**src/rtl/seg7_pkg.sv**
```systemverilog
`default_nettype none
// ============================================================================
//  Module   : seg7_pkg
//  Purpose  : Shared scan-state encoding and active-low hex segment table.
//  Revision : 1.0 - initial release
// ============================================================================
package seg7_pkg;

  typedef enum logic [0:0] {
    ST_SHOW  = 1'b0,
    ST_BLANK = 1'b1
  } state_t;

  localparam logic [6:0] SEG_OFF = 7'h7F;

  // {g,f,e,d,c,b,a} active low; entry 15 (F) first, entry 0 last
  localparam logic [15:0][6:0] HEX_SEG = {
    7'h0E, 7'h06, 7'h21, 7'h46, 7'h03, 7'h08, 7'h10, 7'h00,
    7'h78, 7'h02, 7'h12, 7'h19, 7'h30, 7'h24, 7'h79, 7'h40
  };

endpackage
`default_nettype wire

```
**src/rtl/seg7_scan_ctrl_if.sv**
```systemverilog
`default_nettype none
// ============================================================================
//  Module   : seg7_scan_ctrl_if
//  Purpose  : Load/display bundle between a host and the 7-segment scanner.
//  Revision : 1.0 - initial release
// ============================================================================
interface seg7_scan_ctrl_if;
  logic        load;
  logic [31:0] data_in;
  logic [7:0]  dp_in;
  logic [7:0]  digit_en;
  logic [2:0]  sel;
  logic [6:0]  seg;
  logic        dp;
  logic        blank;
  logic        frame;

  modport master (
    output load, data_in, dp_in, digit_en,
    input  sel, seg, dp, blank, frame
  );

  modport slave (
    input  load, data_in, dp_in, digit_en,
    output sel, seg, dp, blank, frame
  );
endinterface
`default_nettype wire

```
**src/rtl/hex7seg.sv**
```systemverilog
`default_nettype none
// ============================================================================
//  Module   : hex7seg
//  Purpose  : Combinational 4-bit hex to active-low {g..a} segment decoder.
//  Revision : 1.0 - initial release
// ============================================================================
module hex7seg
  import seg7_pkg::*;
(
  input  logic [3:0] nibble,
  output logic [6:0] seg
);

  assign seg = HEX_SEG[nibble];

endmodule
`default_nettype wire

```
**src/rtl/seg7_scan_ctrl.sv**
```systemverilog
`default_nettype none
// ============================================================================
//  Module   : seg7_scan_ctrl
//  Purpose  : 8-digit multiplexed display scanner with inter-digit blanking
//             and frame-synchronous data commit.
//  Revision : 1.0 - initial release
// ============================================================================
module seg7_scan_ctrl
  import seg7_pkg::*;
#(
  parameter int REFRESH_DIV  = 100000,
  parameter int BLANK_CYCLES = 1000
) (
  input  logic             clk,
  input  logic             rst,
  seg7_scan_ctrl_if.slave  bus
);

  localparam int CNT_W = $clog2(REFRESH_DIV);
  localparam logic [CNT_W-1:0] c_show_last  = CNT_W'(REFRESH_DIV - BLANK_CYCLES - 1);
  localparam logic [CNT_W-1:0] c_blank_last = CNT_W'(BLANK_CYCLES - 1);

  state_t           r_state, w_state_nxt;
  logic [CNT_W-1:0] r_cnt, w_cnt_nxt;
  logic [2:0]       r_sel, w_sel_nxt;
  logic [31:0]      r_disp_data, r_pend_data;
  logic [7:0]       r_disp_dp, r_pend_dp;
  logic             r_pend_valid;
  logic             w_boundary;
  logic [3:0]       w_nibble;
  logic [6:0]       w_hex_seg;
  logic             w_show_on;

  always_ff @(posedge clk or posedge rst) begin
    if (rst) begin
      r_state <= ST_BLANK;
      r_cnt   <= '0;
      r_sel   <= 3'd7;
    end else begin
      r_state <= w_state_nxt;
      r_cnt   <= w_cnt_nxt;
      r_sel   <= w_sel_nxt;
    end
  end

  always_comb begin
    w_state_nxt = r_state;
    w_cnt_nxt   = r_cnt + CNT_W'(1);
    w_sel_nxt   = r_sel;
    unique case (r_state)
      ST_SHOW: begin
        if (r_cnt == c_show_last) begin
          w_state_nxt = ST_BLANK;
          w_cnt_nxt   = '0;
        end
      end
      ST_BLANK: begin
        if (r_cnt == c_blank_last) begin
          w_state_nxt = ST_SHOW;
          w_cnt_nxt   = '0;
          w_sel_nxt   = r_sel + 3'd1;
        end
      end
    endcase
  end

  // Commit only when slot 7's blank ends so a frame never mixes two values
  assign w_boundary = (r_state == ST_BLANK) && (r_cnt == c_blank_last) && (r_sel == 3'd7);

  always_ff @(posedge clk or posedge rst) begin
    if (rst) begin
      r_disp_data  <= '0;
      r_disp_dp    <= '0;
      r_pend_data  <= '0;
      r_pend_dp    <= '0;
      r_pend_valid <= 1'b0;
    end else if (w_boundary) begin
      if (bus.load) begin
        r_disp_data  <= bus.data_in;
        r_disp_dp    <= bus.dp_in;
        r_pend_valid <= 1'b0;
      end else if (r_pend_valid) begin
        r_disp_data  <= r_pend_data;
        r_disp_dp    <= r_pend_dp;
        r_pend_valid <= 1'b0;
      end
    end else if (bus.load) begin
      r_pend_data  <= bus.data_in;
      r_pend_dp    <= bus.dp_in;
      r_pend_valid <= 1'b1;
    end
  end

  assign w_nibble  = r_disp_data[{r_sel, 2'b00} +: 4];

  hex7seg u_hex7seg (
    .nibble (w_nibble),
    .seg    (w_hex_seg)
  );

  assign w_show_on = (r_state == ST_SHOW) && bus.digit_en[r_sel];

  assign bus.sel   = r_sel;
  assign bus.seg   = w_show_on ? w_hex_seg : SEG_OFF;
  assign bus.dp    = w_show_on ? ~r_disp_dp[r_sel] : 1'b1;
  assign bus.blank = (r_state == ST_BLANK);
  assign bus.frame = (r_state == ST_SHOW) && (r_sel == 3'd0) && (r_cnt == '0);

endmodule
`default_nettype wire

```
**src/flat_wrapper.sv**
```systemverilog
// flat-port wrapper written by rule: the top's interface ports become plain ports
module seg7_scan_ctrl_flat import seg7_pkg::*;
#(
  parameter int REFRESH_DIV  = 100000,
  parameter int BLANK_CYCLES = 1000
)
  (clk, rst, bus_load, bus_data_in, bus_dp_in, bus_digit_en, bus_sel, bus_seg, bus_dp, bus_blank, bus_frame);
  seg7_scan_ctrl_if bus_i ();
  input  logic clk;
  input  logic rst;
  input wire logic [$bits(bus_i.load)-1:0] bus_load;
  input wire logic [$bits(bus_i.data_in)-1:0] bus_data_in;
  input wire logic [$bits(bus_i.dp_in)-1:0] bus_dp_in;
  input wire logic [$bits(bus_i.digit_en)-1:0] bus_digit_en;
  output wire logic [$bits(bus_i.sel)-1:0] bus_sel;
  output wire logic [$bits(bus_i.seg)-1:0] bus_seg;
  output wire logic [$bits(bus_i.dp)-1:0] bus_dp;
  output wire logic [$bits(bus_i.blank)-1:0] bus_blank;
  output wire logic [$bits(bus_i.frame)-1:0] bus_frame;
  assign bus_i.load = bus_load;
  assign bus_i.data_in = bus_data_in;
  assign bus_i.dp_in = bus_dp_in;
  assign bus_i.digit_en = bus_digit_en;
  assign bus_sel = bus_i.sel;
  assign bus_seg = bus_i.seg;
  assign bus_dp = bus_i.dp;
  assign bus_blank = bus_i.blank;
  assign bus_frame = bus_i.frame;
  seg7_scan_ctrl #(.REFRESH_DIV(REFRESH_DIV), .BLANK_CYCLES(BLANK_CYCLES)) u_core (.clk(clk), .rst(rst), .bus(bus_i));
endmodule
```
**config.mk**
```make
export PLATFORM = sky130hd
export DESIGN_NAME = seg7_scan_ctrl_flat
export DESIGN_NICKNAME = d
export VERILOG_FILES = /design/src/rtl/seg7_pkg.sv /design/src/rtl/seg7_scan_ctrl_if.sv /design/src/rtl/hex7seg.sv /design/src/rtl/seg7_scan_ctrl.sv /design/src/flat_wrapper.sv
export SDC_FILE = /design/constraint.sdc
export NUM_CORES = 1
export LEC_CHECK = 0
export ABC_AREA = 1
export CORE_MARGIN = 1
export CORE_UTILIZATION = 61
export CTS_CLUSTER_SIZE = 20
export DETAILED_ROUTE_END_ITERATION = 16
export MAX_ROUTING_LAYER = met4
export PLACE_DENSITY = 0.86
export SYNTH_ARGS = -nofsm -noshare
export SYNTH_HDL_FRONTEND = slang
export SYNTH_HIERARCHICAL = 1
export SYNTH_SLANG_ARGS = --single-unit
export TNS_END_PERCENT = 1
```
**constraint.sdc**
```tcl
create_clock -name clk -period 5.85 [get_ports clk]
set_input_delay 1.755 -clock clk [delete_from_list [all_inputs] [get_ports clk]]
set_output_delay 1.755 -clock clk [all_outputs]
set_load 0.01 [all_outputs]
```
# [Yosys cells after proc, flatten, opt, wreduce, memory -nomap -nowiden]
# Memories as Yosys holds them, arrays and structs flattened.
# Index checks and enable logic that the tools add are counted.
[op_classes] muxes=19 reduce_logical=12 shifts=1 add_sub_neg=2 bitwise=3 div=0 n_lt_le_gt_ge=2 mul=0 eq_ne=3
[op_table] operator="32-bit two-way mux" count=2
[op_table] operator="17-bit two-way mux" count=2
[op_table] operator="17-bit one-hot mux with 2 select lines" count=1
[op_table] operator="32-bit by 6-bit indexed part select with 4-bit output" count=1
[op_table] operator="17-bit by 1-bit adder with 17-bit output (second input constant)" count=1
[op_table] operator="17-bit by 10-bit == test with 1-bit output (second input constant)" count=1
[op_table] operator="17-bit == test (second input constant)" count=1
[op_table] operator="17-bit zero test" count=1
[op_table] operator="8-bit two-way mux" count=2
[op_table] operator="7-bit two-way mux" count=2
[op_table] operator="1-bit two-way mux" count=7
[op_table] operator="1-bit binary-select mux with 3-bit select" count=2
[op_table] operator="2-bit AND reduction" count=3
[op_table] operator="1-bit logical AND" count=5
[op_table] operator="4-bit by 5-bit < comparator with 1-bit output (second input constant)" count=1
[op_table] operator="3-bit by 4-bit < comparator with 1-bit output (second input constant)" count=1
[op_table] operator="2-bit nonzero test" count=2
[op_table] operator="3-bit by 1-bit adder with 3-bit output (second input constant)" count=1
[op_table] operator="3-bit == test (second input constant)" count=1
[op_table] operator="3-bit zero test" count=1
[op_table] operator="1-bit inverter" count=3
[op_table] operator="1-bit one-hot mux with 2 select lines" count=1
[totals] mem_bits_rw=0 mem_count=1 wordCells=51 register_bits=102 latch_bits=0 mem_bits_ro=112 in_bits=51
[mem_list] memory="(no name shown)" depth=16 word_bits=7 read_ports=1 rd_ports_with_merged_regs=0 wr=0 line_no="hex7seg.sv:14" text="assign seg = HEX_SEG[nibble];"

# [Longest topological paths before layout]
# Gate-level depths: netlist of run 1.
[depth] depth_word=5 depth_mapped=15 depth_no_buf=13

# [By module]
# Netlist of run 1, hierarchy kept.
[by_module_without_submodules] module="seg7_scan_ctrl" n_inst=1 cells_each=670 area_per_inst_um2=5456.5
[by_module_without_submodules] module="hex7seg" n_inst=1 cells_each=49 area_per_inst_um2=274.0

# [Worst setup path before layout of run 1]
# OpenSTA, ideal clock, no wires.
[synth_timing] kind="input to output" start="input port bus_digit_en[4]" end="output port bus_dp" required_time_ns=4.095 setup_slack_ns=1.605 cell_stages=7 arrival_time_ns=2.490 path_cell_list="nor2_1 -> nor2_1 -> o21ai_0 -> o21ai_0 -> o21ai_0 -> nor2_1 -> nand2_1"
[synth_via] elab_chain_len=4
[synth_lines] item="start, declared" line_no="flat_wrapper.sv:14" text="input wire logic [$bits(bus_i.digit_en)-1:0] bus_digit_en;"
[synth_lines] item="1-bit binary-select mux with 3-bit select" line_no="seg7_scan_ctrl.sv:101" text="assign w_show_on = (r_state == ST_SHOW) && bus.digit_en[r_sel];"
[synth_lines] item="1-bit two-way mux (implied by the code)" line_no="seg7_scan_ctrl.sv:101"
[synth_lines] item="1-bit logical AND" line_no="seg7_scan_ctrl.sv:101"
[synth_lines] item="1-bit two-way mux" line_no="seg7_scan_ctrl.sv:105" text="assign bus.dp = w_show_on ? ~r_disp_dp[r_sel] : 1'b1;"
[synth_lines] item="end, declared" line_no="flat_wrapper.sv:17" text="output wire logic [$bits(bus_i.dp)-1:0] bus_dp;"
# Every way passes these cells. The select of a mux whose other input is x is not followed.

# [Final worst setup path of run 1]
[layout_timing] start="register u_core.r_sel[1], in the netlist u_core/bus.sel[1]" end="output port bus_seg[4]"
[layout_via] elab_chain_len=4 elab_cells_between_ends=7
[layout_lines] item="start, declared" line_no="seg7_scan_ctrl.sv:25" text="logic [2:0] r_sel, w_sel_nxt;"
[layout_lines] item="start signal, assigned" line_no="seg7_scan_ctrl.sv:42" text="r_sel <= w_sel_nxt;"
[layout_lines] item="32-bit by 6-bit indexed part select with 4-bit output" line_no="seg7_scan_ctrl.sv:94" text="assign w_nibble = r_disp_data[{r_sel, 2'b00} +: 4];"
[layout_lines] item="via u_core.w_nibble[2]" line_no="seg7_scan_ctrl.sv:30" text="logic [3:0] w_nibble;"
[layout_lines] item="memory 16 x 7 bit"
[layout_lines] item="7-bit two-way mux (implied by the code)" line_no="hex7seg.sv:14"
[layout_lines] item="via u_core.w_hex_seg[4]" line_no="seg7_scan_ctrl.sv:31" text="logic [6:0] w_hex_seg;"
[layout_lines] item="7-bit two-way mux" line_no="seg7_scan_ctrl.sv:104" text="assign bus.seg = w_show_on ? w_hex_seg : SEG_OFF;"
[layout_lines] item="end, declared" line_no="flat_wrapper.sv:16" text="output wire logic [$bits(bus_i.seg)-1:0] bus_seg;"
# The timed path passes the listed nets, and every way through them passes these cells. The select of a mux whose other input is x is not followed.

==> flow_summary.yaml, run 1 <==
run_status:
  status: "finished clean"
setup_path:
  crit_buf_inv: 4
  worstPathRequired_ps: 4090
  critPathMaxStageDelay_ps: 760
  regToRegStartpoint: "u_core/bus.sel[0]"
  slowest_stage: "a31oi_1"
  start_kind: "register"
  path_cells: "inv_1 -> nor2_1 -> o21ai_0 -> a31oi_1 -> inv_1 -> nand2_1 -> nand3_1 -> nand2_1 -> inv_1 -> nand2_1 -> clkdlybuf4s50_1"
  worst-path-max-fanout: 16
  worstSetupPathType: "reg -> out"
  crit_start: "u_core/bus.sel[1]"
  path_delay_family: "buffers and inverters"
  arrival_ps: 3620
  cp-end-kind: "output pin"
clock_network:
  cts_inserted_buffers: 9
  cts_hold_buf: 0
  cts_max_level: 3
  tritoncts: "built"
  post_cts_buffers: 0
  clk_pin_slew_worst_paths_ps: 110
  clock-root-buffer: "clkbuf_8"
  cts_resized: 0
  clockBufferDepth: 2
  clock_sinks: 102
  clkLatencyLatePin_ps: 370
global_routing:
  grt_overflow_total: 0
  grt_pass1_vias: 4725
  track_usage_pct: 28.8
  grt_max_degree: 82
  grt_antenna_before_repair: 0
  grt_pass1_wl_um: 21900
placement:
  gp_congestion: 1.00
  port_buffers: 63
  placed_cells: 853
  hpwl_um: 8620
drt:
  dr_total_vias: 4962
  wl_per_cell_um: 14.5
  drtIter0Drc: 330
  wl_um: 12600
  vias_per_cell: 5.71
  drt_first_pass_iters: 4
  final_antenna_net_count: 0
  route.detailed.drc: 0
floorplanning:
  die_height_um: 98.9
  dieArea_um2: 9790
  initial_core_util_pct: 62.6
  rows: 35
  die_w_um: 98.9
  core_um2: 9150
  ioPinCount: 64
synth:
  avgSynthCellArea_um2: 7.97
  synth.largest_area_cell: "dfrtp_1"
  ys_seq_area_share_pct: 44.6
  synthDistinctLibCells: 31
  syn_area_um2: 5730
  synthArstFlopShare_pct: 100
  synthFlopType: "dfrtp_1"
  synth_area_leaders: "dfrtp_1 (43%), nand2_1 (15%), mux2_2 (7.9%), nand3_1 (6.0%), nand4_1 (4.9%)"
  synth_top_area_share_pct: 42.8
  synth_edf_count: 0
  syn-num-nets: 782
  synth_common_cells: "nand2_1 (222), dfrtp_1 (98), nor2_1 (70)"
  synth_cells: 719
  synth-seq-cells: 102
  synth.most_common_cell: "nand2_1"
  ys_warn_count: 6
timing:
  finClkSkew_ps: 12.8
  slew_headroom_pct: 18.9
  finalCritPeriodShare_pct: 91.8
  setup-violations-final: 0
  rsz0062_at_grt: "no"
  min_period_ps: 5370
  hold_viol: 0
  slew_viol_final: 0
  fmax_ghz: 0.186
  setup_tns_ps: 0
  worst_pin_slew_ps: 1210
cells_and_area:
  antenna_cells: 0
  multi_input_area_um2: 2750
  area_growth_pct: 13.0
  drive_gt1_share_pct: 10.3
  finish.net_count: 816
  fin_util_pct: 70.8
  fill_cells: 712
  seqCellArea_um2: 2560
  stdcell_count: 869
hold_path:
  min_from: "u_core/r_pend_data[2]"
  holdCritPathClass: "reg -> reg"
power_and_ir_drop:
  ir_drop_mv: 0.195
  pwr_density_cell_nw_per_um2: 200
  leakage_nw: 3.25
flow_run:
  drv_cap: 0
==> state kept, by name, summed over array words and instances (netlist names) <==
name                 cells
u_core/r_pend_valid      1
u_core/bus.blank         1
u_core/r_pend_data      32
u_core/r_pend_dp         8
u_core/bus.sel           3
u_core/r_cnt            17
u_core/r_disp_data      32
u_core/r_disp_dp         8
==> logic make-up (layout without fill, tap and decap cells) <==
logic type | Yosys count | in the layout | synth area share (%)
buffers and inverters | 90 | 129 | 7.40
flip-flops | 102 | 102 | 44.6
AND/OR/NAND/NOR | 423 | 423 | 32.0
multiplexers | 40 | 40 | 7.86
AO/OA/AOI/OAI | 42 | 42 | 3.93
XOR/XNOR | 10 | 10 | 1.53
adder cells (fa/ha/maj) | 12 | 12 | 2.62
==> worst reg2reg max path, cell delays in order (launching register included) <==
cell and delay (ps):
dfstp_2 870, ha_1 240, ha_1 200, nand4_2 940, nand2_4 870, nand2_1 150
nand2_1 110
==> layout by cell type, fill, tap and decap left out, drive strengths merged, types with 9 or more instances in the layout <==
master / instances
clkbuf: 9
nand3: 69
nor2: 74
clkdlybuf4s50: 62
dfrtp: 98
nand2: 224
inv: 45
ha: 12
o21ai: 30
nand4: 46
xor2: 9
mux2: 40
==> per-layer routing <==
layer,GRT usage [%],wire [µm]
met5,-,0
met1,37.7,5700
met4,9.64,178
met3,4.26,492
met2,46.3,6260
==> area by class of cell <==
class / count / area share, %
timing repair buffer: 69 / 10.4
tap: 111 / 2.14
sequential: 102 / 39.5
clock buffer: 9 / 1.91
clock inverter: 7 / 1.04
multi-input combinational: 527 / 42.5
inverter: 44 / 2.57
==> final timing paths <==
path                       cells past startpoint                    end  slack (ps)
setup / recovery                              11             bus_seg[4]         480
hold / removal                                 2  u_core/r_pend_data[2]         480
setup reg to reg                               6  u_core/r_pend_data[5]        2420
hold reg to reg                                2  u_core/r_pend_data[2]         480
max in group asynchronous                      3  u_core/r_pend_data[8]        2850
min in group asynchronous                      2    u_core/r_pend_dp[4]        1850
==> through the flow <==
stage / hold WS [ps] / area (µm²) / setup WS, ps / total power, mW
after global placement: 449 / 6280 / 609 / 0.882
after detailed placement: 453 / 6280 / 519 / 0.887
after CTS: 477 / 6480 / 498 / 1.32
after floorplan: 437 / 5730 / 1430 / 0.831
after global routing: 500 / 6480 / 132 / 1.36
final: 479 / 6480 / 479 / 1.30
==> power breakdown <==
group / total, mW / internal [mW] / leakage, nW / switching (mW)
Combinational: 0.132 / 0.0706 / 1.83 / 0.0610
Clock: 0.425 / 0.165 / 0.0989 / 0.260
Sequential: 0.741 / 0.729 / 1.32 / 0.0124
Total: 1.30 / 0.965 / 3.25 / 0.333
(Power assumes the default switching activity.)
==> run 2: changes to the inputs <==
CORE_UTILIZATION = 34   (was 61)
PLACE_DENSITY = not set   (was 0.86)
SKIP_LAST_GASP = 1   (was not set)
clock period = 6.6 ns   (was 5.85 ns; I/O delays follow)
==> run 2 against run 1 <==
Against the previous run:
- clock skew shrank 1.1 ps
- register-to-register slack improved by 1700 ps
- sequential cell count unchanged
- worst hold slack worse by 13 ps
- first-iteration DRC count up 4.2%
- largest power group unchanged
==> flow_summary.yaml, run 2 (synthesized netlist as in run 1, its figures left out) <==
drt:
  route.detailed.drc: 0
  final_antenna_net_count: 0
  vias_per_cell: 4.88
  wl_met2_um: 6390
  routed.top_layer: "met4"
  drtIter0Drc: 344
  wl_per_cell_um: 14.1
  dr_wl_met3_um: 404
  dr_total_vias: 4778
  wl_um: 13800
  wl_met1_um: 6830
  drt_first_pass_iters: 4
clock_network:
  clockBufferDepth: 2
  clkLatencyLatePin_ps: 350
  cts_inserted_buffers: 9
  clock_sinks: 102
  tritoncts: "built"
  post_cts_buffers: 0
  cts_hold_buf: 0
  cts_resized: 0
  cts_max_level: 3
  clock-root-buffer: "clkbuf_16"
  clk_pin_slew_worst_paths_ps: 70
flow_run:
  drv_cap: 0
hold_path:
  holdCritPathClass: "reg -> reg"
  hold_depth: 2
floorplanning:
  ioPinCount: 64
  rows: 47
  dieArea_um2: 17400
  die_height_um: 132
  die_w_um: 132
  initial_core_util_pct: 34.7
  core_um2: 16500
timing:
  hold_viol: 0
  whs_ps: 466
  min_period_ps: 5860
  fmax_ghz: 0.171
  rsz0062_at_grt: "no"
  setup_tns_ps: 0
  worst_pin_slew_ps: 1150
  finalCritPeriodShare_pct: 88.8
  slew_viol_final: 0
  setup-violations-final: 0
  finClkSkew_ps: 11.6
  slew_headroom_pct: 22.7
setup_path:
  crit_buf_inv: 2
  path_cells: "clkdlybuf4s50_1 -> nor2_1 -> nor2_1 -> o21ai_0 -> o21ai_0 -> o21ai_0 -> nor2_1 -> nand2_1 -> clkdlybuf4s50_1"
  critical_path_cell_count: 9
  path_delay_family: "buffers and inverters"
  worst-path-max-fanout: 8
  critPathMaxStageDelay_ps: 500
  worstPathRequired_ps: 4620
  arrival_ps: 3880
  cp-end-kind: "output pin"
  start_kind: "input pin"
  rr_worst_depth: 7
  slowest_stage: "clkdlybuf4s50_1"
  worstSetupPathType: "in -> out"
global_routing:
  grt_max_degree: 76
  grt_pass1_vias: 4653
  track_usage_pct: 17.4
  grt_antenna_before_repair: 0
  grt_overflow_total: 0
  grt_pass1_wl_um: 23400
cells_and_area:
  mostFrequentLayoutCells: "nand2_1 (222), dfrtp_1 (98), nand3_1 (69), nor2_1 (69), clkdlybuf4s50_1 (62)"
  area_growth_pct: 17.0
  post-route-cell-area_um2: 6700
  finish.net_count: 818
  reg.largest.list: "u_core/r_disp_data x32, u_core/r_pend_data x32, u_core/r_cnt x17"
  antenna_cells: 0
  final_common_cell: "nand2_1"
  drive_gt1_share_pct: 10.1
power_and_ir_drop:
  ir_drop_mv: 0.134
  pwr_density_cell_nw_per_um2: 190
  leakage_nw: 3.29
run_status:
  status: "finished clean"
placement:
  port_buffers: 63
  gp_congestion: 0.886
  hpwl_um: 8950
  postPlaceCellArea_um2: 6440
## run 2: cell count changes in the layout (fill, tap and decap cells not counted), sizes merged
cell      previous run  this run
clkinvlp             0         1
clkbuf               9        12
clkinv               6         2
buf                  7         9
## run 2: where the power goes
group	internal, mW	switching, mW
Clock	0.259	0.239
Sequential	0.646	0.0107
Combinational	0.0625	0.0550
Total	0.968	0.305
## run 2: metrics by stage
stage | setup WS (ps) | std cells | util [%] | total power [mW]
3_5_place_dp | 682 | 964 | 39.0 | 0.789
6_report | 739 | 980 | 40.6 | 1.27
3_3_place_gp | 690 | 964 | 39.0 | 0.786
5_1_grt | 445 | 980 | 40.6 | 1.33
2_1_floorplan | 1900 | 719 | - | 0.737
4_1_cts | 663 | 980 | 40.6 | 1.29
## run 2: area by class of cell
class	count	area, µm²
clock buffer	12	236
clock inverter	4	30.0
fill	1705	9820
inverter	44	168
multi-input combinational	527	2750
sequential	102	2560
tap	220	275
timing repair buffer	71	686
## run 2: worst paths after layout
kind | start | endpoint | slack [ps]
min in group asynchronous | rst | u_core/r_pend_dp[3] | 2170
max in group asynchronous | rst | u_core/r_pend_data[6] | 3460
worst min register to register | u_core/r_disp_data[22] | u_core/r_disp_data[22] | 470
worst max-delay path | bus_digit_en[4] | bus_seg[6] | 740
worst max register to register | u_core/bus.sel[0] | u_core/r_disp_dp[3] | 4160
worst min-delay path | u_core/r_disp_data[22] | u_core/r_disp_data[22] | 470
## run 2: worst reg2reg max path, stage by stage (launching register included)
cell	delay, ps
dfstp_2	860
ha_1	240
ha_1	180
buf_4	420
nand3_1	150
buf_4	290
nand2_1	120
nand2_1	60
## run 2: metal layers
metal,vias up,GRT usage [%]
met1,2252,22.8
met5,-,-
li1,2430,-
met4,0,4.91
met2,76,26.8
met3,20,4.00
==> run 3: changes to the inputs <==
CORE_UTILIZATION = 61   (was 34)
PLACE_DENSITY = 0.86   (was not set)
SKIP_CTS_REPAIR_TIMING = 1   (was not set)
==> run 3 against run 2 <==
Against the previous run:
- register-to-register slack is essentially flat
- utilization is 30 points higher
- die area down 44%
- highest routed layer unchanged
- design area decreased by 3.2%
- sequential cell count did not move
- clock skew decreased by 4.0 ps
- critical endpoint is now bus_seg[4]
==> flow_summary.yaml, run 3 (synthesized netlist as in run 1, its figures left out) <==
setup_path:
  path_cells: "clkdlybuf4s50_1 -> nor2_1 -> nor2_1 -> o21ai_0 -> o21ai_0 -> o21ai_0 -> nor2_1 -> nand2_1 -> clkdlybuf4s50_1"
  endpoint: "bus_seg[4]"
  worstSetupPathType: "in -> out"
  critical_path_cell_count: 9
  crit_buf_inv: 2
  worst-path-max-fanout: 8
  crit_start: "bus_digit_en[4]"
  rrSetupSlack_ps: 4160
  regToRegStartpoint: "u_core/bus.sel[0]"
  path_delay_family: "buffers and inverters"
  worstPathRequired_ps: 4620
  rr_worst_depth: 7
  critPathMaxStageDelay_ps: 500
  r2r-end: "u_core/r_disp_data[4]"
  slowest_stage: "clkdlybuf4s50_1"
  cp-end-kind: "output pin"
  arrival_ps: 3820
  start_kind: "input pin"
flow_run:
  drv_cap: 0
drt:
  wl_um: 13400
  drt_first_pass_iters: 5
  drtIter0Drc: 290
  wl_per_cell_um: 15.4
  vias_per_cell: 5.79
  final_antenna_net_count: 0
  route.detailed.drc: 0
  dr_total_vias: 5033
timing:
  worst_pin_slew_ps: 1260
  setup-violations-final: 0
  hold_viol: 0
  fin_ws_ps: 802
  rsz0062_at_grt: "no"
  min_period_ps: 5800
  finClkSkew_ps: 7.65
  setup_tns_ps: 0
  finalCritPeriodShare_pct: 87.8
  slew_headroom_pct: 15.8
  fmax_ghz: 0.172
  slew_viol_final: 0
global_routing:
  grt_pass1_vias: 5050
  grt_overflow_total: 0
  grt_antenna_before_repair: 0
  grt_pass1_wl_um: 22900
  grt_max_degree: 82
  track_usage_pct: 30.4
cells_and_area:
  mostFrequentLayoutCells: "nand2_1 (222), dfrtp_1 (98), nand3_1 (69), nor2_1 (69), clkdlybuf4s50_1 (62)"
  antenna_cells: 0
  fill_cells: 746
  area_growth_pct: 13.3
  reg.largest.list: "u_core/r_disp_data x32, u_core/r_pend_data x32, u_core/r_cnt x17"
  drive_gt1_share_pct: 10.4
  finish.net_count: 817
  final_common_cell: "nand2_1"
hold_path:
  min_from: "u_core/r_disp_data[15]"
  holdCritPathClass: "reg -> reg"
clock_network:
  clock-root-buffer: "clkbuf_8"
  tritoncts: "built"
  cts_inserted_buffers: 9
  clockBufferDepth: 2
  clkLatencyLatePin_ps: 380
  cts_max_level: 3
  clock_sinks: 102
  clk_pin_slew_worst_paths_ps: 100
floorplanning:
  dieArea_um2: 9790
  die_height_um: 98.9
  die_w_um: 98.9
  rows: 35
  ioPinCount: 64
  core_um2: 9150
  initial_core_util_pct: 62.6
placement:
  gp_congestion: 0.937
  port_buffers: 63
  place_ws_ps: 824
  hpwl_um: 8700
power_and_ir_drop:
  power_mw: 1.17
  leakage_nw: 3.26
  pwr_density_cell_nw_per_um2: 180
  ir_drop_mv: 0.136
run_status:
  status: "finished clean"
==> run 3: worst min-delay path by stage <==
stage                              to  slack, ps  cells past startpoint
6_report       u_core/r_disp_data[15]        480                      2
5_1_grt         u_core/r_disp_data[7]        500                      2
4_1_cts         u_core/r_disp_data[7]        480                      2
3_5_place_dp    u_core/r_disp_data[7]        450                      2
3_3_place_gp   u_core/r_pend_data[17]        450                      2
2_1_floorplan  u_core/r_disp_data[13]        440                      2
==> run 3: metal layers <==
metal | track usage, % | vias up | part of all wire, %
met1 | 36.9 | 2426 | 44
met5 | - | - | 0
li1 | - | 2428 | -
met3 | 5.32 | 25 | 4.3
met4 | 11.6 | 0 | 1.8
met2 | 50.7 | 154 | 50
==> run 3: worst min-delay path: stages, from the launching register on <==
cell	delay, ps
dfrtp_1	350
nand2_1	50
nand2_1	40
==> run 3: report_power, final <==
group          internal [mW]  switching [mW]  total (mW)
Combinational         0.0626          0.0543       0.117
Sequential             0.646          0.0112       0.657
Clock                  0.150           0.243       0.393
==> run 3: final cells by class <==
type | count | area, µm² | area share, %
multi-input combinational | 527 | 2750 | 42.4
inverter | 44 | 166 | 2.56
tap | 111 | 139 | 2.14
clock buffer | 9 | 124 | 1.91
sequential | 102 | 2560 | 39.4
clock inverter | 7 | 73.8 | 1.14
timing repair buffer | 70 | 678 | 10.4
==> run 3: per-stage QoR <==
stage          instance area, µm²  utilization [%]  hold WS (ps)  std cells
6_report                     6490             70.9           477        870
5_1_grt                      6490             70.9           496        870
4_1_cts                      6490             70.9           479        870
3_5_place_dp                 6290             68.7           453        854
3_3_place_gp                 6290             68.7           449        854
2_1_floorplan                5730                -           437        719
